File: src/rtl/imem_loader.sv
// ---------------------------------------------------------------------------
// imem_loader
//
// Purpose:
//   Write-side companion of the byte-addressed instruction memory. Takes
//   32-bit instruction words from a valid/ready stream (boot or test loader)
//   and writes each one into memory through a single-byte write port. The
//   word is written little-endian: bits [7:0] go to address A+0 and bits
//   [31:24] go to A+3. A fill pointer advances by 4 per word. The block
//   reports the end of a session and refuses further words once the memory
//   is full.
//
// Parameters:
//   MEM_BYTES  instruction memory size in bytes (multiple of 4, >= 4)
//   BASE_ADDR  byte address of the first word written (4-byte aligned)
//   CNT_W      width of word_count
//
// Ports:
//   clk         in   system clock, rising edge
//   reset_n     in   asynchronous active-low reset
//   start       in   one-cycle pulse that opens a load session
//   word_valid  in   source presents a word on word_data
//   word_data   in   32-bit instruction word
//   word_last   in   marks the final word of the session
//   word_ready  out  loader accepts a word this cycle
//   wr_en       out  byte write strobe to the instruction memory
//   wr_addr     out  64-bit byte address
//   wr_byte     out  byte data
//   busy        out  session in progress (accepting or writing)
//   done        out  one-cycle pulse at the end of a session
//   full        out  memory full, held until the next start or reset
//   word_count  out  words written in the current session (saturating)
//
// All outputs are registered.
// ---------------------------------------------------------------------------
module imem_loader #(
  parameter int unsigned MEM_BYTES = 16,
  parameter int unsigned BASE_ADDR = 0,
  parameter int unsigned CNT_W     = 8
) (
  input  logic             clk,
  input  logic             reset_n,
  input  logic             start,
  input  logic             word_valid,
  input  logic [31:0]      word_data,
  input  logic             word_last,
  output logic             word_ready,
  output logic             wr_en,
  output logic [63:0]      wr_addr,
  output logic [7:0]       wr_byte,
  output logic             busy,
  output logic             done,
  output logic             full,
  output logic [CNT_W-1:0] word_count
);

  typedef enum logic [1:0] {
    IDLE   = 2'd0,
    ACCEPT = 2'd1,
    WRITE  = 2'd2,
    FULL   = 2'd3
  } state_t;

  localparam logic [63:0] LP_BASE = 64'(BASE_ADDR);
  // First address past the memory; the pointer reaching it means full.
  localparam logic [63:0] LP_END  = 64'(BASE_ADDR) + 64'(MEM_BYTES);

  state_t           r_state;
  logic [63:0]      r_ptr;
  logic [31:0]      r_word;
  logic             r_last;
  logic [1:0]       r_byteIdx;
  logic             r_wordReady;
  logic             r_wrEn;
  logic [63:0]      r_wrAddr;
  logic [7:0]       r_wrByte;
  logic             r_busy;
  logic             r_done;
  logic             r_full;
  logic [CNT_W-1:0] r_wordCount;

  logic [1:0]       w_nextIdx;
  logic [7:0]       w_nextByte;
  logic [63:0]      w_ptrNext;
  logic [CNT_W-1:0] w_countNext;

  // The output registers always hold the byte being written in the current
  // cycle. The logic below looks one byte ahead so the next byte can be
  // loaded on the clock edge.
  assign w_nextIdx   = r_byteIdx + 2'd1;
  assign w_nextByte  = r_word[{w_nextIdx, 3'b000} +: 8];
  assign w_ptrNext   = r_ptr + 64'd4;
  assign w_countNext = (r_wordCount == {CNT_W{1'b1}}) ? r_wordCount
                                                      : r_wordCount + CNT_W'(1);

  // Single FSM with registered outputs. The handshake edge already presents
  // byte 0, so wr_en covers exactly the four cycles after the handshake. The
  // edge that retires byte 3 also updates the pointer, the count and the
  // next state, so word_ready returns in the fifth cycle.
  always_ff @(posedge clk or negedge reset_n) begin
    if (!reset_n) begin
      r_state     <= IDLE;
      r_ptr       <= LP_BASE;
      r_word      <= '0;
      r_last      <= 1'b0;
      r_byteIdx   <= '0;
      r_wordReady <= 1'b0;
      r_wrEn      <= 1'b0;
      r_wrAddr    <= '0;
      r_wrByte    <= '0;
      r_busy      <= 1'b0;
      r_done      <= 1'b0;
      r_full      <= 1'b0;
      r_wordCount <= '0;
    end else begin
      r_done <= 1'b0;
      case (r_state)
        // IDLE and FULL both open a new session on start. In FULL, start is
        // the only way out; word_valid alone is ignored.
        IDLE, FULL: begin
          if (start) begin
            r_state     <= ACCEPT;
            r_ptr       <= LP_BASE;
            r_wordCount <= '0;
            r_full      <= 1'b0;
            r_wordReady <= 1'b1;
            r_busy      <= 1'b1;
          end
        end

        ACCEPT: begin
          if (word_valid && r_wordReady) begin
            r_word      <= word_data;
            r_last      <= word_last;
            r_byteIdx   <= 2'd0;
            r_wrEn      <= 1'b1;
            r_wrAddr    <= r_ptr;
            r_wrByte    <= word_data[7:0];
            r_wordReady <= 1'b0;
            r_state     <= WRITE;
          end
        end

        WRITE: begin
          if (r_byteIdx != 2'd3) begin
            r_byteIdx <= w_nextIdx;
            r_wrAddr  <= r_ptr + {62'd0, w_nextIdx};
            r_wrByte  <= w_nextByte;
          end else begin
            r_wrEn      <= 1'b0;
            r_ptr       <= w_ptrNext;
            r_wordCount <= w_countNext;
            r_done      <= 1'b1;
            // A full memory takes priority over word_last. Both cases end
            // the session with the same single done pulse.
            if (w_ptrNext == LP_END) begin
              r_state <= FULL;
              r_full  <= 1'b1;
              r_busy  <= 1'b0;
            end else if (r_last) begin
              r_state <= IDLE;
              r_busy  <= 1'b0;
            end else begin
              r_state     <= ACCEPT;
              r_wordReady <= 1'b1;
              r_done      <= 1'b0;
            end
          end
        end

        default: r_state <= IDLE;
      endcase
    end
  end

  assign word_ready = r_wordReady;
  assign wr_en      = r_wrEn;
  assign wr_addr    = r_wrAddr;
  assign wr_byte    = r_wrByte;
  assign busy       = r_busy;
  assign done       = r_done;
  assign full       = r_full;
  assign word_count = r_wordCount;

endmodule
File: config.mk
export PLATFORM = sky130hd
export DESIGN_NAME = imem_loader
export DESIGN_NICKNAME = d
export VERILOG_FILES = /design/src/rtl/imem_loader.sv
export SDC_FILE = /design/constraint.sdc
export NUM_CORES = 1
export LEC_CHECK = 0
export ABC_AREA = 1
export BUFFER_PORTS_ARGS = -buffer_cell sky130_fd_sc_hd__buf_2
export CORE_MARGIN = 2
export CORE_UTILIZATION = 35
export CTS_CLUSTER_SIZE = 40
export DETAILED_ROUTE_END_ITERATION = 7
export SLEW_MARGIN = 30
export SYNTH_ARGS = -nofsm -noshare
export SYNTH_HDL_FRONTEND = slang
export SYNTH_SLANG_ARGS = --single-unit
File: constraint.sdc
create_clock -name clk -period 3.04 [get_ports clk]
set_input_delay 0.456 -clock clk [delete_from_list [all_inputs] [get_ports clk]]
set_output_delay 0.456 -clock clk [all_outputs]
set_load 0.01 [all_outputs]
* Word level (Yosys, flattened, before mapping)
Index checks and enable logic that the tools add are counted. Widths: inputs -> output; s select.
Word-level totals: bits in registers 186, input port bits 37
Operators by class: $add $sub $neg 4, equality and inequality tests 15, shift-type cells 1, multiplexer cells 43, reduce and logical (&&, ||, !) cells 14
Operators by type and width (count):
- $mux 64 | 4
- $pmux 64 s2 | 2
- $add 64x2->64 | 1
- $add 64x3->64 const B | 1
- $eq 64x5->1 const B | 1
- $mux 8 | 5
- $pmux 8 s2 | 2
- $shiftx 32x6->8 | 1
- $mux 1 | 18
- $ne 2x2->1 const B | 9
- $mux 2 | 6
- $reduce_and 3->1 | 4
- $reduce_and 4->1 | 3
- $add 8x1->8 const B | 1
- $eq 8x8->1 const B | 1
- $pmux 1 s2 | 3
- $pmux 2 s3 | 1
- $reduce_and 5->1 | 1
- $eq 2x2->1 const B | 2
- $pmux 2 s2 | 1
- $reduce_bool 2->1 | 2
- $ne 3x3->1 const B | 1
- $pmux 1 s3 | 1
- $add 2x1->2 const B | 1
- 5 further kinds | 5

* Logic depth before layout (Yosys ltp)
depth in word-level cells 5, depth in mapped cells 18, gate-level depth less buffers 18

* Worst setup path after synthesis
No wires, ideal clock.
kind flip-flop to flip-flop, from reg r_state[0], to reg r_wordCount[6], in the netlist word_count[6], library setup time 0.104 ns, data arrival time 2.031 ns, slack 0.906 ns, cell stages (with the launch flop) 14, buffers on the path 1, period minus slack after synthesis 2.134 ns, cells stage by stage dfrtp_1 > inv_1 > ha_1 > clkbuf_2 > nand2_1 > nor2_2 > inv_1 > o21ai_2 > nand2_1 > nor3_1 > nand3_1 > inv_1 > nand2_1 > a221oi_1
Between the ends: word-level cells in the longest chain between the ends 4, elaborated cells on any way between the ends 10, those cells by class eq/ne (5); mux (1); reduce/logical (4)
RTL lines:
- start: declaration | RTL line 68 | state_t r_state;
- start signal: assignment | RTL line 102 | r_state <= IDLE;
- start signal: assignment | RTL line 122 | r_state <= ACCEPT;
- start signal: assignment | RTL line 140 | r_state <= WRITE;
- $eq 2x2->1 or $logic_not 2->1 (tied branches) | RTL line 117 | case (r_state)
- $reduce_or 2->1 | RTL line 117
- $ne 2x2->1 (no line) or $reduce_bool 2->1 (tied branches)
- $reduce_and 4->1 (no line)
- end signal: assignment | RTL line 152 | r_wordCount <= w_countNext;
- end: declaration | RTL line 80 | logic [CNT_W-1:0] r_wordCount;
Several ways; a longest one is shown, not always the timed one. A chain may end at the register's enable or synchronous reset.

* Worst setup path in the final report
from reg r_ptr[3], to reg r_state[1]
Between the ends: word-level cells in the longest chain between the ends 5
RTL lines:
- start: declaration | RTL line 69 | logic [63:0] r_ptr;
- start signal: assignment | RTL line 151 | r_ptr <= w_ptrNext;
- $add 64x3->64 | RTL line 92 | assign w_ptrNext = r_ptr + 64'd4;
- $eq 64x5->1 | RTL line 156 | if (w_ptrNext == LP_END) begin
- $mux 2 | RTL line 156
- $mux 2 | RTL line 145 | if (r_byteIdx != 2'd3) begin
- $pmux 2 s3 | RTL line 117
- end signal: assignment | RTL line 122
- end signal: assignment | RTL line 157 | r_state <= FULL;
- end signal: assignment | RTL line 161 | r_state <= IDLE;
Every way passes these cells. The select of a mux whose other input is x is not followed.

==> flow_summary.yaml <==
run_status:
  status: "completed"
clock_network:
  path_clk_slew_ps: 80
  clock_sinks: 184
  clockRootBuffer: "clkbuf_16"
  cts-buffers-inserted: 17
  clock_path_buffers: 2
  hold_buffers: 0
  htreeDepth: 4
  clk_latency_ps: 460
  cts_tree: "done"
die:
  core.rowCount: 61
  dieArea_um2: 29500
  start_util: 0.355
  design.core.area_um2: 27700
  io_pins: 122
  die_h_um: 172
  die_w_um: 172
cells_and_area:
  num-fill-cells: 2889
  nNetsFinal: 1463
  drive_gt1_frac: 0.173
  area_growth_syn_to_layout_pct: 18.3
  n_antenna_cell: 0
  layoutNonFillerInstCount: 1810
route:
  drt_first_pass_iters: 5
  routed_wl_mm: 31.4
  avgRoutedWirePerCell_um: 17.4
  drc: 0
  vias: 9008
  vias_per_cell: 4.98
  ant_nets: 0
  drtIter0Drc: 676
timing:
  slew_viol_final: 0
  setup_viol: 0
  fmax_ghz: 0.352
  relSlewSlack: 0.512
  fin_tns_setup_ps: 0
  clock_skew_ps: 11.1
  finalHoldViolCount: 0
  min_period_ps: 2840
  worst_slew_pin_slew_ps: 730
  rsz0062_at_grt: "no"
  finalCritPeriodShare: 0.936
critical_path:
  crit_slowest_cell: "dfrtp_1"
  cp.arrival_ps: 3230
  start_kind: "register"
  end_kind: "register"
  cp_common_cell: "nand2_1"
  r2r-start: "r_ptr[3]"
  crit_family: "simple AND/OR/NAND/NOR gates"
  r2r-end: "r_state[1]"
  crit_required_ps: 3420
  cp_max_fo: 8
  r2r_cells: 17
  r2r_slack_ps: 200
  path_cells: "ha_1, nand2_2, nor2_4, nand3_2, inv_4, nand2_1, nand2_1, nand2_1, nor2_1, nand2_1, nor2_1, nand2_1, nor3_4, nand2_2, nand2_1, nand2_1, o21ai_1"
  crit_type: "reg -> reg"
  cp_num_buf_inv: 1
  worst_path_largest_cell_delay_ps: 420
grt:
  antenna_found_initial: 0
  grt_pass1_wl_mm: 49.9
  overflow: 0
  grt_max_degree: 74
  grt.total_usage: 0.223
  grt_pass1_vias: 8750
placed_design:
  portBuffers: 121
  place_hpwl_mm: 23.7
  placedCellCount: 1778
  place_congestion: 0.975
run:
  maxCapViolCount: 0
yosys:
  synthFlopType: "dfrtp_1"
  syn_avg_cell_area_um2: 7.61
  synth.distinct_cells: 36
  synth_top_cells_by_count: "nand2_1 (394), dfrtp_1 (184), nor2_1 (171), o21ai_0 (159), inv_1 (106)"
  ys_ff_latch: 184
  syn_area_um2: 9840
  yosysMostFrequentCell: "nand2_1"
  synthArstFlopShare: 1.00
  yosys.area.top_type: "dfrtp_1"
  yosys_warnings: 0
  netlist_top_cells_area: "dfrtp_1 (47%), nand2_1 (15%), o21ai_0 (8.1%)"
  postSynthCellCount: 1293
  syn-num-nets: 1337
  synth-seq-area-share: 0.468
  netlist.area_leader.share: 0.468
  synth-edff-count: 0
power:
  max-vdd-ir-drop_uv: 496
  power_density_nw_per_um2: 640
  leakage_uw: 0.00525
worst_hold_path:
  hold_class: "in -> async"
## state kept, by name (all words and copies together) (netlist names), 2 cells and up
name	flops
r_byteIdx	2
r_ptr	62
r_word	32
wr_addr	64
word_count	8
r_state	2
wr_byte	8
## cell families (layout without fill, tap and decap cells)
kind of cell	after synthesis	after routing	share of synthesized area
AO/OA/AOI/OAI	212	212	0.113
XOR/XNOR	37	37	0.0329
adder cells (fa/ha/maj)	7	7	0.00890
buffers and inverters	146	285	0.0558
flip-flops	184	184	0.468
multiplexers	32	32	0.0366
other	1	1	0.000381
AND/OR/NAND/NOR	674	674	0.284
## how the worst max path moves through the flow
stage | cells past startpoint | to | start
6_report | 17 | r_state[1] | r_ptr[3]
5_1_grt | 15 | r_state[0] | r_ptr[3]
4_1_cts | 17 | r_state[1] | r_ptr[2]
3_5_place_dp | 15 | r_state[0] | r_ptr[2]
3_3_place_gp | 17 | r_state[1] | r_ptr[2]
2_1_floorplan | 13 | word_count[6] | r_state[0]
## stage by stage
step	hold slack, ps	util	setup WS (ps)	instance area [µm²]	power, µW
3_3_place_gp	460	0.397	187	11000	5140
3_5_place_dp	458	0.397	212	11000	5160
6_report	38.6	0.420	195	11600	7460
5_1_grt	89.1	0.420	0.986	11600	7920
2_1_floorplan	160	-	906	9840	4390
4_1_cts	67.3	0.420	160	11600	7530
## report_power, final
part           switching (µW)  leakage (µW)  total [µW]  internal [µW]
Clock                    1170      0.000302        2370           1190
Combinational            1430       0.00248        2120            690
Sequential                177       0.00247        2960           2790
Total                    2790       0.00525        7460           4670
## layer usage
layer,track usage,part of all wire
met1,0.302,0.45
met2,0.346,0.45
met3,0.0557,0.074
met4,0.0766,0.022
met5,0,0
## layout make-up
cell class	instances	area (µm²)	area share
clock buffer	17	425	0.0365
clock inverter	15	193	0.0165
inverter	109	413	0.0355
multi-input combinational	963	4720	0.406
sequential	184	4610	0.395
tap	378	473	0.0406
timing repair buffer	144	812	0.0697
## timing repair
action | CTS | global route
resized for setup | 0 | 6
endpoints found under the setup margin | 0 | 4
setup buffers | 0 | 0
## cells in the final DEF, fill, tap and decap left out, types with 4 or more instances in the layout
| cell type | instances |
|---|---|
| nand3_1 | 47 |
| nand2_1 | 393 |
| nand2_2 | 9 |
| inv_8 | 4 |
| clkinv_8 | 4 |
| ha_1 | 7 |
| buf_2 | 120 |
| clkbuf_16 | 17 |
| nor3_1 | 10 |
| dfrtp_1 | 183 |
| nand4_1 | 16 |
| o21ai_1 | 11 |
| o21ai_0 | 159 |
| a21oi_1 | 11 |
| nor2_4 | 9 |
| inv_6 | 5 |
| inv_1 | 105 |
| mux2_2 | 32 |
| xor2_1 | 37 |
| nor2_1 | 171 |
| nor2_2 | 10 |
| buf_4 | 21 |
| o22ai_1 | 22 |
Power figures use the tool's default switching activity.
